==> config.mk <==
export PLATFORM = sky130hd
export DESIGN_NAME = mem_arbiter
export DESIGN_NICKNAME = d
export VERILOG_FILES = /design/src/rtl/gba_io_pkg.sv /design/src/rtl/mem_arbiter.sv
export SDC_FILE = /design/constraint.sdc
export NUM_CORES = 1
export LEC_CHECK = 0
export ABC_AREA = 1
export CAP_MARGIN = 5
export CORE_ASPECT_RATIO = 0.8
export CORE_MARGIN = 3
export CORE_UTILIZATION = 43
export CTS_BUF_LIST = sky130_fd_sc_hd__clkbuf_4 sky130_fd_sc_hd__clkbuf_8
export DETAILED_ROUTE_END_ITERATION = 8
export PLACE_DENSITY = 0.82
export RECOVER_POWER = 50
export SETUP_SLACK_MARGIN = 0.2
export SLEW_MARGIN = 0
export SYNTH_ARGS = -nofsm -noshare
export SYNTH_HDL_FRONTEND = slang
export SYNTH_SLANG_ARGS = --single-unit
==> constraint.sdc <==
create_clock -name clk -period 2.37 [get_ports clk]
set_input_delay 0.5925 -clock clk [delete_from_list [all_inputs] [get_ports clk]]
set_output_delay 0.5925 -clock clk [all_outputs]
set_load 0.01 [all_outputs]
==> src/rtl/gba_io_pkg.sv <==
// Shared gba_io definitions: arbiter FSM states, grant-owner codes, bus widths.
// Latency: n/a (types and constants only).
// Backpressure: n/a.
//
// Owner codes match the frame buffer's occupier codes. The buffer decodes
// from_cart/from_usb with the same values, so these encodings must not change.
package gba_io_pkg;

  localparam int GBA_ADDR_W = 26;  // memory word-address width
  localparam int GBA_DATA_W = 16;  // memory data width

  typedef enum logic [1:0] {
    IDLE    = 2'd0,
    ISSUE   = 2'd1,
    WAIT_RD = 2'd2,
    DONE    = 2'd3
  } arb_state_t;

  typedef enum logic [1:0] {
    NONE = 2'b00,
    CART = 2'b01,
    USB  = 2'b10
  } owner_t;

  // Grant decision for one IDLE cycle. The cart is the latency-critical
  // requester and normally wins. Once the USB side has been passed over
  // USB_MAX_WAIT times in a row (usb_starved), the USB request takes the
  // next grant instead.
  function automatic owner_t arb_pick(input logic cart_req,
                                      input logic usb_req,
                                      input logic usb_starved);
    owner_t pick;
    pick = NONE;
    if (cart_req && (!usb_req || !usb_starved)) begin
      pick = CART;
    end else if (usb_req) begin
      pick = USB;
    end
    return pick;
  endfunction

endpackage

==> src/rtl/mem_arbiter.sv <==
// Two-requester (cart, usb) arbiter in front of a single-command memory port.
// Latency: request seen in IDLE -> mem_req next cycle -> ack one cycle after accept (writes), +1 per read-wait cycle.
// Backpressure: command held stable while mem_ready=0; requesters are blocked (no ack) until the single outstanding access completes.
//
// Ports:
//   clk, rst                          rising-edge clock, synchronous active-high reset
//   cart_req/we/addr/wdata            cart command in (sampled only in IDLE)
//   cart_ack, cart_rdata              one-cycle completion pulse, read data (holds between reads)
//   usb_*                             same meanings for the USB requester
//   mem_req/we/addr/wdata             memory command out, held until mem_ready
//   mem_ready, mem_rvalid, mem_rdata  command accept, read return strobe and data
//   from_cart, from_usb               current grant owner (one-hot while busy, 0 in IDLE)
module mem_arbiter
  import gba_io_pkg::*;
#(
  parameter int ADDR_W       = GBA_ADDR_W,
  parameter int DATA_W       = GBA_DATA_W,
  parameter int USB_MAX_WAIT = 8
) (
  input  logic              clk,
  input  logic              rst,

  input  logic              cart_req,
  input  logic              cart_we,
  input  logic [ADDR_W-1:0] cart_addr,
  input  logic [DATA_W-1:0] cart_wdata,
  output logic              cart_ack,
  output logic [DATA_W-1:0] cart_rdata,

  input  logic              usb_req,
  input  logic              usb_we,
  input  logic [ADDR_W-1:0] usb_addr,
  input  logic [DATA_W-1:0] usb_wdata,
  output logic              usb_ack,
  output logic [DATA_W-1:0] usb_rdata,

  output logic              mem_req,
  output logic              mem_we,
  output logic [ADDR_W-1:0] mem_addr,
  output logic [DATA_W-1:0] mem_wdata,
  input  logic              mem_ready,
  input  logic              mem_rvalid,
  input  logic [DATA_W-1:0] mem_rdata,

  output logic              from_cart,
  output logic              from_usb
);

  // A zero wait limit would give a zero-width counter; keep at least one bit.
  localparam int CNT_W = (USB_MAX_WAIT < 1) ? 1 : $clog2(USB_MAX_WAIT + 1);
  localparam logic [CNT_W-1:0] CNT_MAX = CNT_W'(USB_MAX_WAIT);

  arb_state_t       state_q;
  arb_state_t       state_d;
  owner_t           owner_q;
  owner_t           pick;
  owner_t           grant;
  logic [CNT_W-1:0] starve_cnt;

  // ---------------------------------------------------------------------------
  // FSM state register
  // ---------------------------------------------------------------------------
  always_ff @(posedge clk) begin
    if (rst) begin
      state_q <= IDLE;
    end else begin
      state_q <= state_d;
    end
  end

  // ---------------------------------------------------------------------------
  // Next state and control outputs
  // ---------------------------------------------------------------------------
  always_comb begin
    state_d  = state_q;
    grant    = NONE;
    mem_req  = 1'b0;
    cart_ack = 1'b0;
    usb_ack  = 1'b0;
    pick     = arb_pick(cart_req, usb_req, starve_cnt >= CNT_MAX);

    case (state_q)
      IDLE: begin
        // Requesters drop req on the edge that samples their ack, so a
        // request still high here is always a new one.
        grant = pick;
        if (pick != NONE) begin
          state_d = ISSUE;
        end
      end

      ISSUE: begin
        mem_req = 1'b1;
        if (mem_ready) begin
          state_d = mem_we ? DONE : WAIT_RD;
        end
      end

      WAIT_RD: begin
        if (mem_rvalid) begin
          state_d = DONE;
        end
      end

      DONE: begin
        cart_ack = (owner_q == CART);
        usb_ack  = (owner_q == USB);
        state_d  = IDLE;
      end

      default: begin
        state_d = IDLE;
      end
    endcase
  end

  // ---------------------------------------------------------------------------
  // Latched command, owner, starvation counter and read-data registers
  // ---------------------------------------------------------------------------
  always_ff @(posedge clk) begin
    if (rst) begin
      owner_q    <= NONE;
      starve_cnt <= '0;
      mem_we     <= 1'b0;
      mem_addr   <= '0;
      mem_wdata  <= '0;
      cart_rdata <= '0;
      usb_rdata  <= '0;
    end else begin
      case (grant)
        CART: begin
          owner_q   <= CART;
          mem_we    <= cart_we;
          mem_addr  <= cart_addr;
          mem_wdata <= cart_wdata;
          // Only grants that actually pass over a waiting USB request count.
          if (usb_req && (starve_cnt != CNT_MAX)) begin
            starve_cnt <= starve_cnt + CNT_W'(1);
          end
        end
        USB: begin
          owner_q    <= USB;
          mem_we     <= usb_we;
          mem_addr   <= usb_addr;
          mem_wdata  <= usb_wdata;
          starve_cnt <= '0;
        end
        default: begin
        end
      endcase

      // Read return is only meaningful while waiting for it; a stray or
      // late strobe in any other state (e.g. after a reset) is dropped.
      if ((state_q == WAIT_RD) && mem_rvalid) begin
        if (owner_q == CART) begin
          cart_rdata <= mem_rdata;
        end else if (owner_q == USB) begin
          usb_rdata <= mem_rdata;
        end
      end

      // Ownership ends with the ack cycle so IDLE always shows no owner.
      if (state_q == DONE) begin
        owner_q <= NONE;
      end
    end
  end

  assign from_cart = (owner_q == CART);
  assign from_usb  = (owner_q == USB);

endmodule
* Word-level counts from Yosys, hierarchy flattened
Index checks and enable logic that the tools add are counted.
** Cells by class
- Add/subtract/negate cells :: 1
- $lt $le $gt $ge :: 1
- Eq/ne operators :: 12
- Multiplexer cells :: 17
- Bitwise logic cells :: 1
- Reductions and logical operators :: 14
** Operators with widths (number)
- $pmux 26 s2 :: 1
- $pmux 16 s2 :: 1
- $mux 2 :: 6
- $eq 2x2->1 const B :: 4
- $ne 2x2->1 const B :: 4
- $pmux 2 s4 :: 1
- $pmux 4 s2 :: 1
- $eq 2x1->1 const B :: 3
- $reduce_and 3->1 :: 2
- $add 4x1->4 const B :: 1
- $ge 4x4->1 const B :: 1
- $mux 1 :: 4
- $mux 4 :: 1
- $ne 4x4->1 const B :: 1
- $pmux 2 s2 :: 1
- $reduce_and 2->1 :: 2
- $reduce_bool 2->1 :: 2
- $logic_and 1x1->1 :: 3
- $logic_not 1->1 :: 2
- $logic_not 2->1 :: 1
- $pmux 1 s2 :: 1
- $reduce_or 2->1 :: 1
- $logic_or 1x1->1 :: 1
- $not 1->1 :: 1
** Word-level totals
- Register bits after elaboration :: 83
- Input port bits :: 108
- Output and inout port bits :: 80

* Depth between registers and ports, before layout
- Depth in word-level cells :: 9
- Depth in mapped cells :: 13
- Depth with buffers taken out :: 12

* Worst setup path after synthesis
OpenSTA, ideal clock, no wires.
- Path type :: input port to flip-flop
- Start :: in cart_req
- End :: reg mem_addr[20]
- Data arrival time :: 1.879 ns
- Data required time :: 2.255 ns
- Setup slack :: 0.375 ns
- Stages :: 12
- Cells stage by stage :: a21boi_0 -> inv_1 -> nor2_1 -> inv_1 -> ha_1 -> buf_2 -> buf_6 -> buf_2 -> nand2_1 -> o21ai_0 -> o21ai_0 -> inv_1
** Between the ends
- Word-level cells in the longest chain between the ends :: 5
- Elaborated cells on any way between the ends :: 7
** Ends and longest elaborated chain
- from (decl) :: RTL line mem_arbiter.sv:23 : input logic cart_req,
- $logic_and 1x1->1 * :: RTL line gba_io_pkg.sv:34 : if (cart_req && (!usb_req || !usb_starved)) begin
- $mux 2 * :: RTL line gba_io_pkg.sv:34
- $mux 2 * :: RTL line mem_arbiter.sv:82 : case (state_q)
- $eq 2x2->1 / $eq 2x1->1 (equally long branches) :: RTL line mem_arbiter.sv:130 : case (grant)
- $pmux 26 s2 / $reduce_bool 2->1 (equally long branches)
- to (signal assigned) :: RTL line mem_arbiter.sv:134 : mem_addr <= cart_addr;
- to (signal assigned) :: RTL line mem_arbiter.sv:144 : mem_addr <= usb_addr;
- to (decl) :: RTL line mem_arbiter.sv:39 : output logic [ADDR_W-1:0] mem_addr,
Every way passes the cells marked *; elsewhere a longest branch is shown, timed or not.
A chain may end at the register's enable or synchronous reset.

* Worst setup path in the final report
- Start :: in usb_req
- End :: reg mem_wdata[8]
** Between the ends
- Word-level cells in the longest chain between the ends :: 7
- Elaborated cells on any way between the ends :: 10
** Ends and longest elaborated chain
- from (decl) :: RTL line mem_arbiter.sv:30 : input logic usb_req,
- $logic_not 1->1 :: RTL line gba_io_pkg.sv:34
- $logic_or 1x1->1 :: RTL line gba_io_pkg.sv:34
- $logic_and 1x1->1 :: RTL line gba_io_pkg.sv:34
- $mux 2 * :: RTL line gba_io_pkg.sv:34
- $mux 2 * :: RTL line mem_arbiter.sv:82
- $eq 2x2->1 / $eq 2x1->1 (equally long branches) :: RTL line mem_arbiter.sv:130
- $pmux 16 s2 / $reduce_bool 2->1 (equally long branches)
- to (signal assigned) :: RTL line mem_arbiter.sv:135 : mem_wdata <= cart_wdata;
- to (signal assigned) :: RTL line mem_arbiter.sv:145 : mem_wdata <= usb_wdata;
- to (decl) :: RTL line mem_arbiter.sv:40 : output logic [DATA_W-1:0] mem_wdata,
Marked as above.

==> impl_metrics.yaml <==
outcome:
  status: "finished, final reports clean"
synthesis:
  synth_common_cells: "nor2_1 (161), inv_1 (107), o21ai_0 (95)"
  yosysWarnings: 0
  synth_top_area_share: 0.415
  synth_most_common_cell: "nor2_1"
  synth-compound-area-share: 0.160
  syn_area_um2: 4000
  syn_nets: 725
  seq_area_frac_synth: 0.415
  synth_xor_area_frac: 0
  ys_top_cells_by_area: "dfxtp_1 (42%), nor2_1 (15%), o21ai_0 (12%), inv_1 (10%), nand2_1 (6.2%)"
  synth_cell_types: 24
  synth_edf_count: 0
  ys_ff_latch: 83
  synth_top_cell_by_area: "dfxtp_1"
  synth_area_per_cell_um2: 6.59
  async_flop_share: 0
  synth_simple_gate_area_frac: 0.243
  synth_mux_area_frac: 0
  synthFlopType: "dfxtp_1"
  synthCells: 607
  synth_top_family_by_area: "simple AND/OR/NAND/NOR gates"
  synthAdderAreaFrac: 0.0313
timing:
  tightestPinTransition_ns: 0.678
  setup_viol: 0
  finalHoldViolations: 0
  maxSlewViolCount: 0
  fin_ws_ns: 0.194
  skew_ns: 0.0119
  period_minus_slack_ns: 2.18
  max_freq_ghz: 0.459
  min_period_over_period: 0.918
  max_slew_margin: 0.547
  rsz0062_at_grt: "true"
  final.hold.worst_slack_ns: 0.488
worst_setup_path:
  cp.arrival_ns: 2.40
  cp_max_fo: 15
  cp-start-kind: "input port"
  rr_worst_depth: 8
  endpoint_kind: "flip-flop"
  critPathKind: "in -> reg"
  required_ns: 2.60
power_and_ir_drop:
  p_leak_uw: 0.00304
  total_power_uw: 6240
  power_density_nw_per_um2: 996
  irDropWorstVdd_mv: 0.484
clock_tree:
  clk_latency_ns: 0.34
  clkTransAtPathRegs_ns: 0.08
  cts_tree: "yes"
  clock-sinks: 83
  cts_inserted_buffers: 9
  cts_root_buf: "clkbuf_8"
  clockBufferDepth: 2
  ctsHoldBuffers: 0
  cts_max_level: 3
drt:
  wl_per_cell_um: 13.6
  vias: 4410
  ant_nets: 0
  drtIter0Drc: 290
  drc_errors: 0
  routed_wl_mm: 12.3
  viasPerCell: 4.87
  firstDrtPassIters: 5
grt:
  grt_use_total: 0.222
  antenna_found_initial: 0
  first_global_vias: 4186
  grt_remaining_overflow: 0
  grt_pass1_wl_mm: 19.2
  grt_max_degree: 61
floorplan:
  die_h_um: 92.3
  core_region_area_um2: 8780
  start_util: 0.456
  ios: 188
  rows: 30
  dieArea_um2: 10500
  die_w_um: 114
placed_design:
  port_buffers: 187
  placed_area_um2: 5960
  routabilityCongestion: 0.860
  post-place-cells: 886
  hpwl_mm: 8.85
  pre_cts_slack_ns: -0.119
layout:
  syn_to_final_growth_pct: 56.7
  antenna_cells: 0
  drive_gt1_frac: 0.0580
  finalInstanceArea_um2: 6270
  nNetsFinal: 906
  instances_no_fill: 905
job:
  maxCapViolations: 0
worst_hold_path:
  hold_depth: 2
  worstHoldPathType: "reg -> reg"
[through the flow]
step	util	setup TNS, ns
floorplan	-	0
global placement	0.678	-0.747
detailed placement	0.678	-3.03
CTS	0.703	0
global route	0.714	0
finish	0.714	0
[final cells by class]
cell class	count	area [µm²]
timing repair buffer	201	2040
clock inverter	6	90.1
multi-input combinational	381	1770
fill	729	2510
clock buffer	10	131
sequential	83	1670
inverter	112	429
tap	112	140
[final timing paths]
path | start | end | slack, ns
worst max-delay path | usb_req | mem_wdata[8] | 0.19
worst min-delay path | cart_rdata[14] | cart_rdata[14] | 0.49
worst max register to register | state_q[0] | usb_rdata[5] | 0.39
worst min register to register | cart_rdata[14] | cart_rdata[14] | 0.49
[cells by family (layout without fill, tap and decap cells)]
kind of cell,count (synthesis),in the layout
buf+inv,143,329
compound gates,126,126
fa+ha+maj,10,10
flops,83,83
simple gates,245,245
[worst max-delay path, cell delays in order]
cell,delay [ns]
dlygate4sd3_1,0.58
a21boi_2,0.15
inv_1,0.10
nor2_4,0.12
inv_1,0.10
ha_4,0.21
clkbuf_16,0.18
nand2_1,0.05
o21ai_0,0.09
o21ai_0,0.17
inv_1,0.05
[metal layers]
metal  part of all wire  up-vias  track usage
li1                   -     2199            -
met1               0.40     1992        0.263
met2               0.48      200        0.377
met3               0.11       19       0.0764
met4              0.017        0       0.0722
met5                  0        -            0
[flip-flops by register name, indices dropped and copies added (netlist names)]
| name | count |
|---|---|
| owner_q | 2 |
| usb_rdata | 16 |
| mem_we | 1 |
| mem_addr | 26 |
| cart_rdata | 16 |
| state_q | 2 |
| mem_wdata | 16 |
| starve_cnt | 4 |
[where the power goes]
group          leakage, µW  switching, µW  internal (µW)  total (µW)
Clock             0.000110            507            608        1110
Combinational      0.00225           1550           1450        3000
Sequential        0.000681            280           1850        2130
Total              0.00304           2340           3910        6240
[timing repair]
action,in CTS,in global routing
gates resized for setup,3,22
hold endpoints to repair,0,0
pin swaps,0,1
setup endpoints to repair,3,47
buffers inserted,0,0
gates cloned,0,3
[cells in the final DEF, fill, tap and decap left out, drive strengths merged]
master | netlist | routed
a211oi | 2 | 2
a21boi | 2 | 2
a21oi | 3 | 3
buf | 22 | 12
bufinv | 0 | 2
clkbuf | 9 | 13
clkdlybuf4s50 | 0 | 134
clkinv | 0 | 3
clkinvlp | 0 | 2
dfxtp | 83 | 83
dlygate4sd2 | 0 | 3
dlygate4sd3 | 0 | 49
ha | 10 | 10
inv | 112 | 111
nand2 | 68 | 68
nand3 | 10 | 10
nand3b | 1 | 1
nand4 | 1 | 1
nor2 | 163 | 163
nor3 | 2 | 2
o21ai | 119 | 119
Note: power is estimated with default switching activity, not from simulation.
